### src/rtl/output_interface_if.sv
// Signal bundle between the router core (request side) and one output port,
// plus the so/ro link to the downstream neighbour.
interface output_interface_if #(
    parameter int DATA_WIDTH = 64
);
    logic [4:0]            req_1, req_2, req_3, req_4;
    logic [DATA_WIDTH-1:0] data_1, data_2, data_3, data_4;
    logic                  buf_clear_1, buf_clear_2, buf_clear_3, buf_clear_4;
    logic                  so;
    logic                  ro;
    logic [DATA_WIDTH-1:0] datao;
    logic                  fifo_full;

    // master: the requesting inputs plus the downstream receiver
    modport master (
        output req_1, req_2, req_3, req_4,
        output data_1, data_2, data_3, data_4,
        output ro,
        input  buf_clear_1, buf_clear_2, buf_clear_3, buf_clear_4,
        input  so, datao, fifo_full
    );

    // slave: the output port stage itself
    modport slave (
        input  req_1, req_2, req_3, req_4,
        input  data_1, data_2, data_3, data_4,
        input  ro,
        output buf_clear_1, buf_clear_2, buf_clear_3, buf_clear_4,
        output so, datao, fifo_full
    );
endinterface

### src/rtl/output_interface.sv
// Mesh-router output port: round-robin arbiter over four inputs, small output FIFO,
// so/ro downstream link. Define OUTPUT_FIXED_PRIORITY_EN for fixed priority 1>2>3>4.
module output_interface #(
    parameter int         DATA_WIDTH = 64,
    parameter logic [4:0] DIRECTION  = 5'b10000,
    parameter int         FIFO_DEPTH = 2
) (
    input  logic             clk,
    input  logic             rst,
    output_interface_if.slave bus
);
    localparam int PTR_W = (FIFO_DEPTH > 1) ? $clog2(FIFO_DEPTH) : 1;
    localparam int CNT_W = $clog2(FIFO_DEPTH) + 1;
    localparam logic [CNT_W-1:0] DEPTH_C  = CNT_W'(FIFO_DEPTH);
    localparam logic [PTR_W-1:0] LAST_PTR = PTR_W'(FIFO_DEPTH - 1);

    logic                  unused_dir;
    logic [3:0]            valid;
    logic [DATA_WIDTH-1:0] data_in [4];
    logic [DATA_WIDTH-1:0] mem_q [FIFO_DEPTH];
    logic [PTR_W-1:0]      wr_ptr_q, wr_ptr_d, rd_ptr_q, rd_ptr_d;
    logic [CNT_W-1:0]      count_q, count_d;
    logic [DATA_WIDTH-1:0] datao_q, datao_d;
    logic [DATA_WIDTH-1:0] wdata;
    logic                  full, push, pop, so;
    logic [1:0]            rr_base, grant_idx, scan_idx;
    logic [3:0]            clear_vec;

    assign unused_dir = ^DIRECTION;

    assign valid      = {|bus.req_4, |bus.req_3, |bus.req_2, |bus.req_1};
    assign data_in[0] = bus.data_1;
    assign data_in[1] = bus.data_2;
    assign data_in[2] = bus.data_3;
    assign data_in[3] = bus.data_4;

`ifdef OUTPUT_FIXED_PRIORITY_EN
    assign rr_base = 2'd0;
`else
    logic [1:0] rr_q;

    always_ff @(posedge clk or negedge rst) begin
        if (!rst) begin
            rr_q <= 2'd0;
        end else if (push) begin
            rr_q <= grant_idx + 2'd1;
        end
    end

    assign rr_base = rr_q;
`endif

    // Full uses the registered count, so a pop this cycle cannot free a slot for a grant.
    assign full = (count_q == DEPTH_C);

    always_comb begin
        push      = 1'b0;
        grant_idx = 2'd0;
        scan_idx  = 2'd0;
        for (int i = 0; i < 4; i++) begin
            scan_idx = rr_base + 2'(i);
            if (!push && valid[scan_idx]) begin
                push      = 1'b1;
                grant_idx = scan_idx;
            end
        end
        if (full) begin
            push = 1'b0;
        end
    end

    assign clear_vec       = (push && rst) ? (4'b0001 << grant_idx) : 4'b0000;
    assign bus.buf_clear_1 = clear_vec[0];
    assign bus.buf_clear_2 = clear_vec[1];
    assign bus.buf_clear_3 = clear_vec[2];
    assign bus.buf_clear_4 = clear_vec[3];

    // Downstream link: a flit moves on every rising edge where so && ro; so/datao hold otherwise.
    assign so            = (count_q != '0);
    assign pop           = so && bus.ro;
    assign wdata         = data_in[grant_idx];
    assign bus.so        = so;
    assign bus.datao     = datao_q;
    assign bus.fifo_full = full;

    always_comb begin
        wr_ptr_d = wr_ptr_q;
        rd_ptr_d = rd_ptr_q;
        count_d  = count_q;
        datao_d  = datao_q;
        if (push) begin
            wr_ptr_d = (wr_ptr_q == LAST_PTR) ? '0 : wr_ptr_q + PTR_W'(1);
        end
        if (pop) begin
            rd_ptr_d = (rd_ptr_q == LAST_PTR) ? '0 : rd_ptr_q + PTR_W'(1);
        end
        case ({push, pop})
            2'b10:   count_d = count_q + CNT_W'(1);
            2'b01:   count_d = count_q - CNT_W'(1);
            default: count_d = count_q;
        endcase
        // The new head is the incoming flit when nothing older survives this edge.
        if (count_d != '0) begin
            if ((count_q == '0) || (pop && (count_q == CNT_W'(1)))) begin
                datao_d = wdata;
            end else begin
                datao_d = mem_q[rd_ptr_d];
            end
        end
    end

    always_ff @(posedge clk) begin
        if (push) begin
            mem_q[wr_ptr_q] <= wdata;
        end
    end

    always_ff @(posedge clk or negedge rst) begin
        if (!rst) begin
            wr_ptr_q <= '0;
            rd_ptr_q <= '0;
            count_q  <= '0;
            datao_q  <= '0;
        end else begin
            wr_ptr_q <= wr_ptr_d;
            rd_ptr_q <= rd_ptr_d;
            count_q  <= count_d;
            datao_q  <= datao_d;
        end
    end
endmodule

### src/flat_wrapper.sv
// flat-port wrapper written by rule: the top's interface ports become plain ports
module output_interface_flat 
#(
    parameter int         DATA_WIDTH = 64,
    parameter logic [4:0] DIRECTION  = 5'b10000,
    parameter int         FIFO_DEPTH = 2
)
  (clk, rst, bus_req_1, bus_req_2, bus_req_3, bus_req_4, bus_data_1, bus_data_2, bus_data_3, bus_data_4, bus_ro, bus_buf_clear_1, bus_buf_clear_2, bus_buf_clear_3, bus_buf_clear_4, bus_so, bus_datao, bus_fifo_full);
  output_interface_if #(.DATA_WIDTH(DATA_WIDTH)) bus_i ();
  input  logic clk;
  input  logic rst;
  input wire logic [$bits(bus_i.req_1)-1:0] bus_req_1;
  input wire logic [$bits(bus_i.req_2)-1:0] bus_req_2;
  input wire logic [$bits(bus_i.req_3)-1:0] bus_req_3;
  input wire logic [$bits(bus_i.req_4)-1:0] bus_req_4;
  input wire logic [$bits(bus_i.data_1)-1:0] bus_data_1;
  input wire logic [$bits(bus_i.data_2)-1:0] bus_data_2;
  input wire logic [$bits(bus_i.data_3)-1:0] bus_data_3;
  input wire logic [$bits(bus_i.data_4)-1:0] bus_data_4;
  input wire logic [$bits(bus_i.ro)-1:0] bus_ro;
  output wire logic [$bits(bus_i.buf_clear_1)-1:0] bus_buf_clear_1;
  output wire logic [$bits(bus_i.buf_clear_2)-1:0] bus_buf_clear_2;
  output wire logic [$bits(bus_i.buf_clear_3)-1:0] bus_buf_clear_3;
  output wire logic [$bits(bus_i.buf_clear_4)-1:0] bus_buf_clear_4;
  output wire logic [$bits(bus_i.so)-1:0] bus_so;
  output wire logic [$bits(bus_i.datao)-1:0] bus_datao;
  output wire logic [$bits(bus_i.fifo_full)-1:0] bus_fifo_full;
  assign bus_i.req_1 = bus_req_1;
  assign bus_i.req_2 = bus_req_2;
  assign bus_i.req_3 = bus_req_3;
  assign bus_i.req_4 = bus_req_4;
  assign bus_i.data_1 = bus_data_1;
  assign bus_i.data_2 = bus_data_2;
  assign bus_i.data_3 = bus_data_3;
  assign bus_i.data_4 = bus_data_4;
  assign bus_i.ro = bus_ro;
  assign bus_buf_clear_1 = bus_i.buf_clear_1;
  assign bus_buf_clear_2 = bus_i.buf_clear_2;
  assign bus_buf_clear_3 = bus_i.buf_clear_3;
  assign bus_buf_clear_4 = bus_i.buf_clear_4;
  assign bus_so = bus_i.so;
  assign bus_datao = bus_i.datao;
  assign bus_fifo_full = bus_i.fifo_full;
  output_interface #(.DATA_WIDTH(DATA_WIDTH), .DIRECTION(DIRECTION), .FIFO_DEPTH(FIFO_DEPTH)) u_core (.clk(clk), .rst(rst), .bus(bus_i));
endmodule
### config.mk
export PLATFORM = sky130hd
export DESIGN_NAME = output_interface_flat
export DESIGN_NICKNAME = d
export VERILOG_FILES = /design/src/rtl/output_interface_if.sv /design/src/rtl/output_interface.sv /design/src/flat_wrapper.sv
export SDC_FILE = /design/constraint.sdc
export NUM_CORES = 1
export LEC_CHECK = 0
export ABC_CLOCK_PERIOD_IN_PS = 7000
export BUFFER_PORTS_ARGS = -buffer_cell sky130_fd_sc_hd__buf_2
export CAP_MARGIN = 20
export CELL_PAD_IN_SITES_DETAIL_PLACEMENT = 1
export CELL_PAD_IN_SITES_GLOBAL_PLACEMENT = 2
export CORE_MARGIN = 3
export CORE_UTILIZATION = 34
export DETAILED_ROUTE_END_ITERATION = 16
export PLACE_DENSITY_LB_ADDON = 0.3
export SKIP_CTS_REPAIR_TIMING = 1
export SLEW_MARGIN = 15
export SYNTH_ARGS = -nofsm -noshare
export SYNTH_HDL_FRONTEND = slang
export SYNTH_SLANG_ARGS = --single-unit
### constraint.sdc
create_clock -name clk -period 7 [get_ports clk]
set_clock_uncertainty 0.2 [all_clocks]
set_input_delay 0.7 -clock clk [delete_from_list [all_inputs] [get_ports clk]]
set_output_delay 0.7 -clock clk [all_outputs]
set_load 0.1 [all_outputs]
; Word-level counts from Yosys, hierarchy flattened
; Memories as Yosys holds them, arrays and structs flattened.
; Index checks and enable logic that the tools add are counted.
; W data, S select, Z words.
[classes]
n_mux = 28
n_lt_le_gt_ge = 5
div_mod_pow = 0
mul = 0
n_bitwise = 1
shifts = 1
n_eq_ne = 4
reduce_logical = 17
n_addsub = 8
[op_table]
columns = cell, count
row1 = $mux W64, 3
row2 = $bmux W64 S2, 1
row3 = $reduce_or A5 Y1, 4
row4 = $mux W1, 14
row5 = $lt A2 B3 Y1 const B, 4
row6 = $bmux W1 S2, 4
row7 = $mux W2, 4
row8 = $add A2 B1 Y2 const B, 3
row9 = $logic_and A1 B1 Y1, 6
row10 = $add A2 B2 Y2 const B, 2
row11 = $eq A2 B1 Y1 const B, 2
row12 = $eq A2 B2 Y1 const B, 2
row13 = $mux W4, 1
row14 = $pmux W2 S2, 1
row15 = $reduce_bool A2 Y1, 2
row16 = $shl A1 B2 Y4 const A, 1
row17 = $ge A3 B3 Y1 const B, 1
row18 = $logic_not A1 Y1, 3
row19 = $not A2 Y3, 1
row20 = $add A1 B1 Y1 const B, 2
row21 = $logic_not A2 Y1, 1
row22 = $sub A2 B1 Y2 const B, 1
row23 = $logic_or A1 B1 Y1, 1
[totals]
n_memories = 1
mem_bits_rw = 128
ff_bits = 70
elab_cells = 70
latch_bits = 0
rom_bits = 0
[memory_table]
columns = name, depth, width, read_ports, rd_clocked_by_memory_dff, write_ports, line_no
row1 = u_core.mem_q, 2, 64, 1, 0, 1, output_interface.sv:20  ; logic [DATA_WIDTH-1:0] mem_q [FIFO_DEPTH];

; Longest topological paths before layout
; Gate-level depths: netlist of the first run.
[depth]
word_depth = 18
depth_mapped = 13
mapped_depth_nobuf = 11

; Least setup slack after synthesis of the first run
; OpenSTA, ideal clock, no wires.
[synth_path]
path_type = register to register
start = register u_core.count_q[0]
end = memory u_core.mem_q[0][0] (enable)
setup_slack_ps = 1899
path_stages_with_launch = 7
period_less_slack_ps = 5101
setup_time_ps = 486
n_path_buf = 1
arrival_ps = 4415
required_ps = 6314
path_cell_list = dfrtp_1 inv_1 ha_1 a41oi_1 clkbuf_1 inv_1 nor2_1
[synth_between]
elab_chain_len = 4
[synth_lines]
columns = item, line_no
row1 = start: declaration, output_interface.sv:22  ; logic [CNT_W-1:0] count_q, count_d;
row2 = start signal: assignment, output_interface.sv:127  ; count_q <= count_d;
row3 = $eq A2 B2 Y1, output_interface.sv:54  ; assign full = (count_q == DEPTH_C);
row4 = named net bus_fifo_full, flat_wrapper.sv:27  ; output wire logic [$bits(bus_i.fifo_full)-1:0] bus_fifo_full;
row5 = $mux W1, output_interface.sv:67  ; if (full) begin
row6 = $mux W1, output_interface.sv:113  ; if (push) begin
row7 = $mux W1 (not written as such), output_interface.sv:114  ; mem_q[wr_ptr_q] <= wdata;
row8 = end: declaration, output_interface.sv:20
; The timed path passes the listed nets, and every way through them passes these cells.

; Worst setup path after layout of the first run
[layout_path]
start = input port bus_req_2[1]
end = register u_core.datao_q[61], in the netlist u_core.bus.datao[61]
[layout_between]
elab_chain_len = 18
[layout_lines]
columns = item, line_no
row1 = start: declaration, flat_wrapper.sv:13  ; input wire logic [$bits(bus_i.req_2)-1:0] bus_req_2;
row2 = $reduce_or A5 Y1 *, output_interface.sv:31  ; assign valid = {|bus.req_4, |bus.req_3, |bus.req_2, |bus.req_1};
row3 = $bmux W1 S2, output_interface.sv:62  ; if (!push && valid[scan_idx]) begin
row4 = $mux W1 (not written as such), output_interface.sv:62
row5 = $mux W1, output_interface.sv:62
row6 = $logic_not A1 Y1, output_interface.sv:62
row7 = $logic_and A1 B1 Y1, output_interface.sv:62
row8 = $mux W1, output_interface.sv:62
row9 = $logic_not A1 Y1, output_interface.sv:62
row10 = $logic_and A1 B1 Y1, output_interface.sv:62
row11 = $mux W1, output_interface.sv:62
row12 = $logic_not A1 Y1, output_interface.sv:62
row13 = $logic_and A1 B1 Y1, output_interface.sv:62
row14 = $mux W2, output_interface.sv:62
row15 = $not A2 Y3 (not written as such), output_interface.sv:81  ; assign wdata = data_in[grant_idx];
row16 = $bmux W64 S2, output_interface.sv:81
row17 = $mux W64 (not written as such) (2 in series), output_interface.sv:81
row18 = $mux W64, output_interface.sv:104  ; if ((count_q == '0) || (pop && (count_q == CNT_W'(1)))) begin
row19 = end signal: assignment, output_interface.sv:128  ; datao_q <= datao_d;
row20 = end: declaration, output_interface.sv:23  ; logic [DATA_WIDTH-1:0] datao_q, datao_d;
; Mark *: on every way between the ends. The rest lies on a longest branch, timed or not. The select of a mux whose other input is x is not followed.
; A chain may end at the register's enable or synchronous reset.

==> flow_summary.json, run 1 <==
{
  "die_y_um": 180.5,
  "synth_compound_area_frac": 0.2109,
  "die_area_um2": 32560,
  "grt_pass1_vias": 9103,
  "synth_xor_area_frac": 0.001693,
  "worstHoldPathType": "in -> async",
  "vias": 8525,
  "synthTopCellsByArea": "edfxtp_1 (37%), dfrtp_1 (17%), a211oi_1 (8.1%), and3_1 (8.0%), mux2_2 (7.0%)",
  "clk_latency_ps": 430,
  "yosys.area_share.simple": 0.1208,
  "grt_antenna_before_repair": 0,
  "area_growth_pct": 24.40,
  "cts_tree": "done",
  "final-max-slew-violation-count": 0,
  "r2r-end": "u_core.bus.datao[61]",
  "grt.overflow.total": 0,
  "slew-limit-headroom": 0.3242,
  "rsz0062_at_grt": "false",
  "fmax_mhz": 206.8,
  "setup_viol": 0,
  "drc_errors": 0,
  "cp_data_arrival_time_ps": 4890,
  "path_max_fanout": 65,
  "hpwl_um": 22630,
  "clock_sinks": 198,
  "ys_ff_latch": 198,
  "yosys.cell_types.count": 43,
  "grt_pass1_wl_um": 51850,
  "syn_inst": 876,
  "end_kind": "flip-flop",
  "yosysSeqAreaShare": 0.5407,
  "synth_nets": 1164,
  "drt-initial-drc-count": 377,
  "drv_cap": 0,
  "holdWs_ps": 48.55,
  "final_nets": 1459,
  "core_area_um2": 29800,
  "fin_crit_ps": 4835,
  "synth_top_family_by_area": "compound AO/OA/AOI/OAI gates",
  "synth.avg_cell_area_um2": 11.81,
  "firstDrtPassIters": 4,
  "clk_pin_slew_ps": 80,
  "hold_violations": 0,
  "gp_congestion": 0.7710,
  "fp-row-count": 63,
  "cts_made_buffers": 17,
  "htree_num_levels": 4,
  "r2r-start": "u_core.count_q[0]",
  "start_util": 0.3473,
  "muxShareOfSynthArea": 0.06965,
  "async_flop_share": 0.3535,
  "worst_ep_required_time_ps": 7060,
  "worstRegToRegCells": 9,
  "synth_edf_count": 128,
  "synth_fa_ha_area_frac": 0.01088,
  "wl_per_cell_um": 21.21,
  "period_share": 0.6907,
  "io_buffers": 348,
  "ant_nets": 0,
  "start_kind": "input port",
  "worst_pin_slew_ps": 1014,
  "die_w_um": 180.5,
  "grt_use_total": 0.2008,
  "ctsRootBufferMaster": "clkbuf_16",
  "wl_um": 33400,
  "yosysWarnings": 0,
  "synth_commonest_cells": "and3_1 (132), edfxtp_1 (128), a211oi_1 (111)",
  "ioPinCount": 349,
  "reg2reg_slack_ps": 2410,
  "grt_max_degree": 91,
  "avgViaCountPerCell": 5.413,
  "crit_type": "in -> reg",
  "cts_buffer_depth": 2,
  "synth_top_cell_area_share": 0.3715,
  "synth_top_area_cell": "edfxtp_1",
  "outcome": "complete, no violations",
  "drive_gt1_frac": 0.4130,
  "setup_tns_ps": 0,
  "synth.most_common_cell": "and3_1",
  "syn_area_um2": 10350,
  "synthFlopType": "edfxtp_1"
}
## registers in the layout, indices dropped and copies added (netlist names)
| signal | flops |
|---|---|
| u_core.bus.datao | 64 |
| u_core.count_q | 2 |
| u_core.mem_q | 128 |
| u_core.rd_ptr_q | 1 |
| u_core.rr_base | 2 |
| u_core.wr_ptr_q | 1 |
## per-layer routing
layer,track usage,vias up,part of all wire
met2,0.3646,230,0.52
met5,0,-,0
met4,0.04391,0,0.011
li1,-,4056,-
met1,0.2491,4219,0.42
met3,0.03654,20,0.050
## metrics by stage
stage	util	cell area, um2	cells	setup slack (ps)
finish	0.4320	12870	1575	2165
global route	0.4319	12870	1574	1769
CTS	0.4319	12870	1574	2117
detailed placement	0.4134	12320	1542	1681
global placement	0.4134	12320	1542	1834
floorplan	-	10350	876	1899
## critical path, stage by stage
cell      delay (ps)
buf_2             90
or3_1            400
nor3_2           370
a41oi_1          490
ha_1             540
nor4bb_1         280
a311o_2          190
buf_4            700
or2_4            920
o31ai_1          160
## cell type report
| type | instances | area (um2) |
|---|---|---|
| antenna | 1 | 2.502 |
| tap | 390 | 488.0 |
| inverter | 11 | 45.04 |
| fill | 3367 | 16920 |
| sequential | 198 | 5595 |
| clock buffer | 19 | 432.9 |
| clock inverter | 13 | 118.9 |
| multi-input combinational | 582 | 4335 |
| timing repair buffer | 361 | 1854 |
## cell usage in the layout, fill, tap and decap left out, types with 2 or more instances in the layout
master,Yosys,final
clkbuf_1,58,2
mux2_2,64,64
nor2_1,70,68
clkinvlp_4,0,4
clkinv_4,0,3
nand2b_1,2,2
ha_1,9,9
dfrtp_1,70,70
inv_6,0,2
inv_8,0,4
and3_1,132,132
o21ai_0,7,7
a22oi_1,64,64
and2_1,3,2
nor3_1,2,2
nor2_4,0,2
a21oi_1,6,6
nand2_1,6,6
o31ai_1,64,64
or3_1,2,2
a211oi_1,111,111
buf_4,3,13
buf_2,3,347
a211oi_2,20,19
edfxtp_1,128,128
inv_1,9,9
clkbuf_16,0,17
## worst max path at each step
stage / start / endpoint / slack (ps)
floorplan: u_core.count_q[0] / u_core.mem_q[0][0] / 1900
global placement: bus_req_2[1] / u_core.bus.datao[50] / 1830
detailed placement: bus_req_2[1] / u_core.bus.datao[61] / 1680
CTS: bus_req_2[1] / u_core.bus.datao[61] / 2120
global route: bus_req_2[1] / u_core.bus.datao[61] / 1770
finish: bus_req_2[1] / u_core.bus.datao[61] / 2160
## cell families after synthesis
group / count (synthesis)
AOI/OAI and AO/OA: 280
and+or+nand+nor: 227
DFF: 198
buffers and inverters: 96
muxes: 64
adders and majority gates: 9
xor gates and xnor gates: 2
Power of run 1 is not shown: default switching activity piles up to over one toggle a cycle in this logic, so the estimate is an artifact.
==> run 2, diff against run 1 <==
ABC_CLOCK_PERIOD_IN_PS = 4200   (was 7000)
CORE_UTILIZATION = 29   (was 34)
clock period = 4.2 ns   (was 7 ns; I/O delays follow)
==> flow_summary.json, run 2 (synthesis gave the netlist of run 1 again) <==
{
  "crit_end": "u_core.bus.datao[36]",
  "io_buffers": 348,
  "fmax_mhz": 283.9,
  "final_common_cell": "buf_2",
  "ioPinCount": 349,
  "worst-path-buf-inv": 5,
  "grt_pass1_wl_um": 54740,
  "core_area_um2": 34880,
  "r2r-end": "u_core.bus.datao[36]",
  "worstHoldStart": "bus_data_3[40]",
  "clk_pin_slew_ps": 80,
  "cp_slowest_stage_delay_ps": 510,
  "crit_type": "reg -> reg",
  "worstHoldPathType": "in -> reg",
  "slew-limit-headroom": 0.2800,
  "outcome": "complete, no violations",
  "die_area_um2": 37980,
  "worst_ep_required_time_ps": 4280,
  "clk_latency_ps": 430,
  "drt-initial-drc-count": 468,
  "hold_violations": 0,
  "start_util": 0.2966,
  "clock_sinks": 198,
  "path_max_fanout": 44,
  "die_y_um": 194.9,
  "grt_antenna_before_repair": 2,
  "worst_pin_slew_ps": 1080,
  "worstRegToRegCells": 13,
  "placed_cell_area_um2": 12530,
  "period_share": 0.8386,
  "htree_num_levels": 4,
  "drc_errors": 0,
  "avgViaCountPerCell": 5.227,
  "reg2reg_slack_ps": 680,
  "fin_crit_ps": 3522,
  "ctsRootBufferMaster": "clkbuf_16",
  "die_w_um": 194.9,
  "worst_slack_ps": 677.8,
  "cts_made_buffers": 17,
  "ant_nets": 0,
  "setup_tns_ps": 0,
  "cts_buffer_depth": 2,
  "end_kind": "flip-flop",
  "wl_um": 35440,
  "critical-path-top-delay-family": "buffers and inverters",
  "vias": 8620,
  "gp_congestion": 0.7732,
  "cpMaxStageDelayCell": "buf_4",
  "cp_data_arrival_time_ps": 3600,
  "rsz0062_at_grt": "false",
  "cts_tree": "done",
  "firstDrtPassIters": 5,
  "crit_start": "u_core.count_q[0]",
  "setup_viol": 0,
  "grt_pass1_vias": 9353,
  "start_kind": "flip-flop",
  "grt_use_total": 0.1819,
  "area_growth_pct": 26.29,
  "largest_reg_flops": 128,
  "drv_cap": 0,
  "r2r-start": "u_core.count_q[0]",
  "top_register": "u_core.mem_q",
  "finish.instance_area_um2": 13070,
  "fp-row-count": 68,
  "final-max-slew-violation-count": 0,
  "final_cell_mix": "buf_2 (347), and3_1 (132), edfxtp_1 (128), a211oi_1 (111), dfrtp_1 (70)",
  "hpwl_um": 24280,
  "crit_chain": "inv_1 > ha_1 > a41oi_1 > buf_4 > inv_1 > ha_1 > a211oi_1 > a311o_2 > buf_4 > nor2b_4 > buf_12 > a22oi_1 > o31ai_1",
  "grt.overflow.total": 0,
  "path_depth": 13,
  "place_worst_setup_slack_ps": 336.9,
  "grt_max_degree": 100,
  "drive_gt1_frac": 0.4153,
  "holdWs_ps": 163.2,
  "wl_per_cell_um": 21.49,
  "final_nets": 1469
}
==> run 2: cell count changes in the layout (fill, tap and decap cells not counted), sizes merged <==
cell,before,now
dlygate4sd3,0,1
clkbuf,19,21
buf,361,370
inv,16,13
clkinvlp,4,5
diode,1,2
clkinv,4,2
==> run 2: routing by layer <==
layer,share of wire,track usage
met3,0.065,0.04819
met4,0.0078,0.02905
met5,0.00037,0
met2,0.47,0.3090
met1,0.45,0.2381
==> run 2: how the worst min path moves through the flow <==
stage                           endpoint  cells past startpoint
global placement    u_core.bus.datao[28]                      1
CTS                 u_core.bus.datao[28]                      1
finish               u_core.mem_q[0][40]                      3
detailed placement  u_core.bus.datao[28]                      1
global route        u_core.bus.datao[40]                      3
floorplan            u_core.bus.datao[0]                      0
==> run 2: cell type report <==
cell class	count	area (um2)
Clock inverter	9	72.57
Antenna cell	2	5.005
Sequential cell	198	5595
Clock buffer	21	450.4
Fill cell	3907	21820
Inverter	11	45.04
Tap cell	455	569.3
Multi-Input combinational cell	582	4335
Timing Repair Buffer	371	1994
==> run 2: stage by stage <==
step	util	cells
detailed placement	0.3592	1616
global route	0.3745	1647
CTS	0.3742	1646
floorplan	-	876
global placement	0.3592	1616
finish	0.3746	1649
==> run 2: worst reg2reg max path, stage by stage (launching register included) <==
cell and delay (ps):
dfrtp_1 440, inv_1 110, ha_1 230, a41oi_1 280
buf_4 230, inv_1 90, ha_1 230, a211oi_1 220
a311o_2 180, buf_4 510, nor2b_4 100, buf_12 220
a22oi_1 220, o31ai_1 100
Power of run 2 is left out for the same reason.
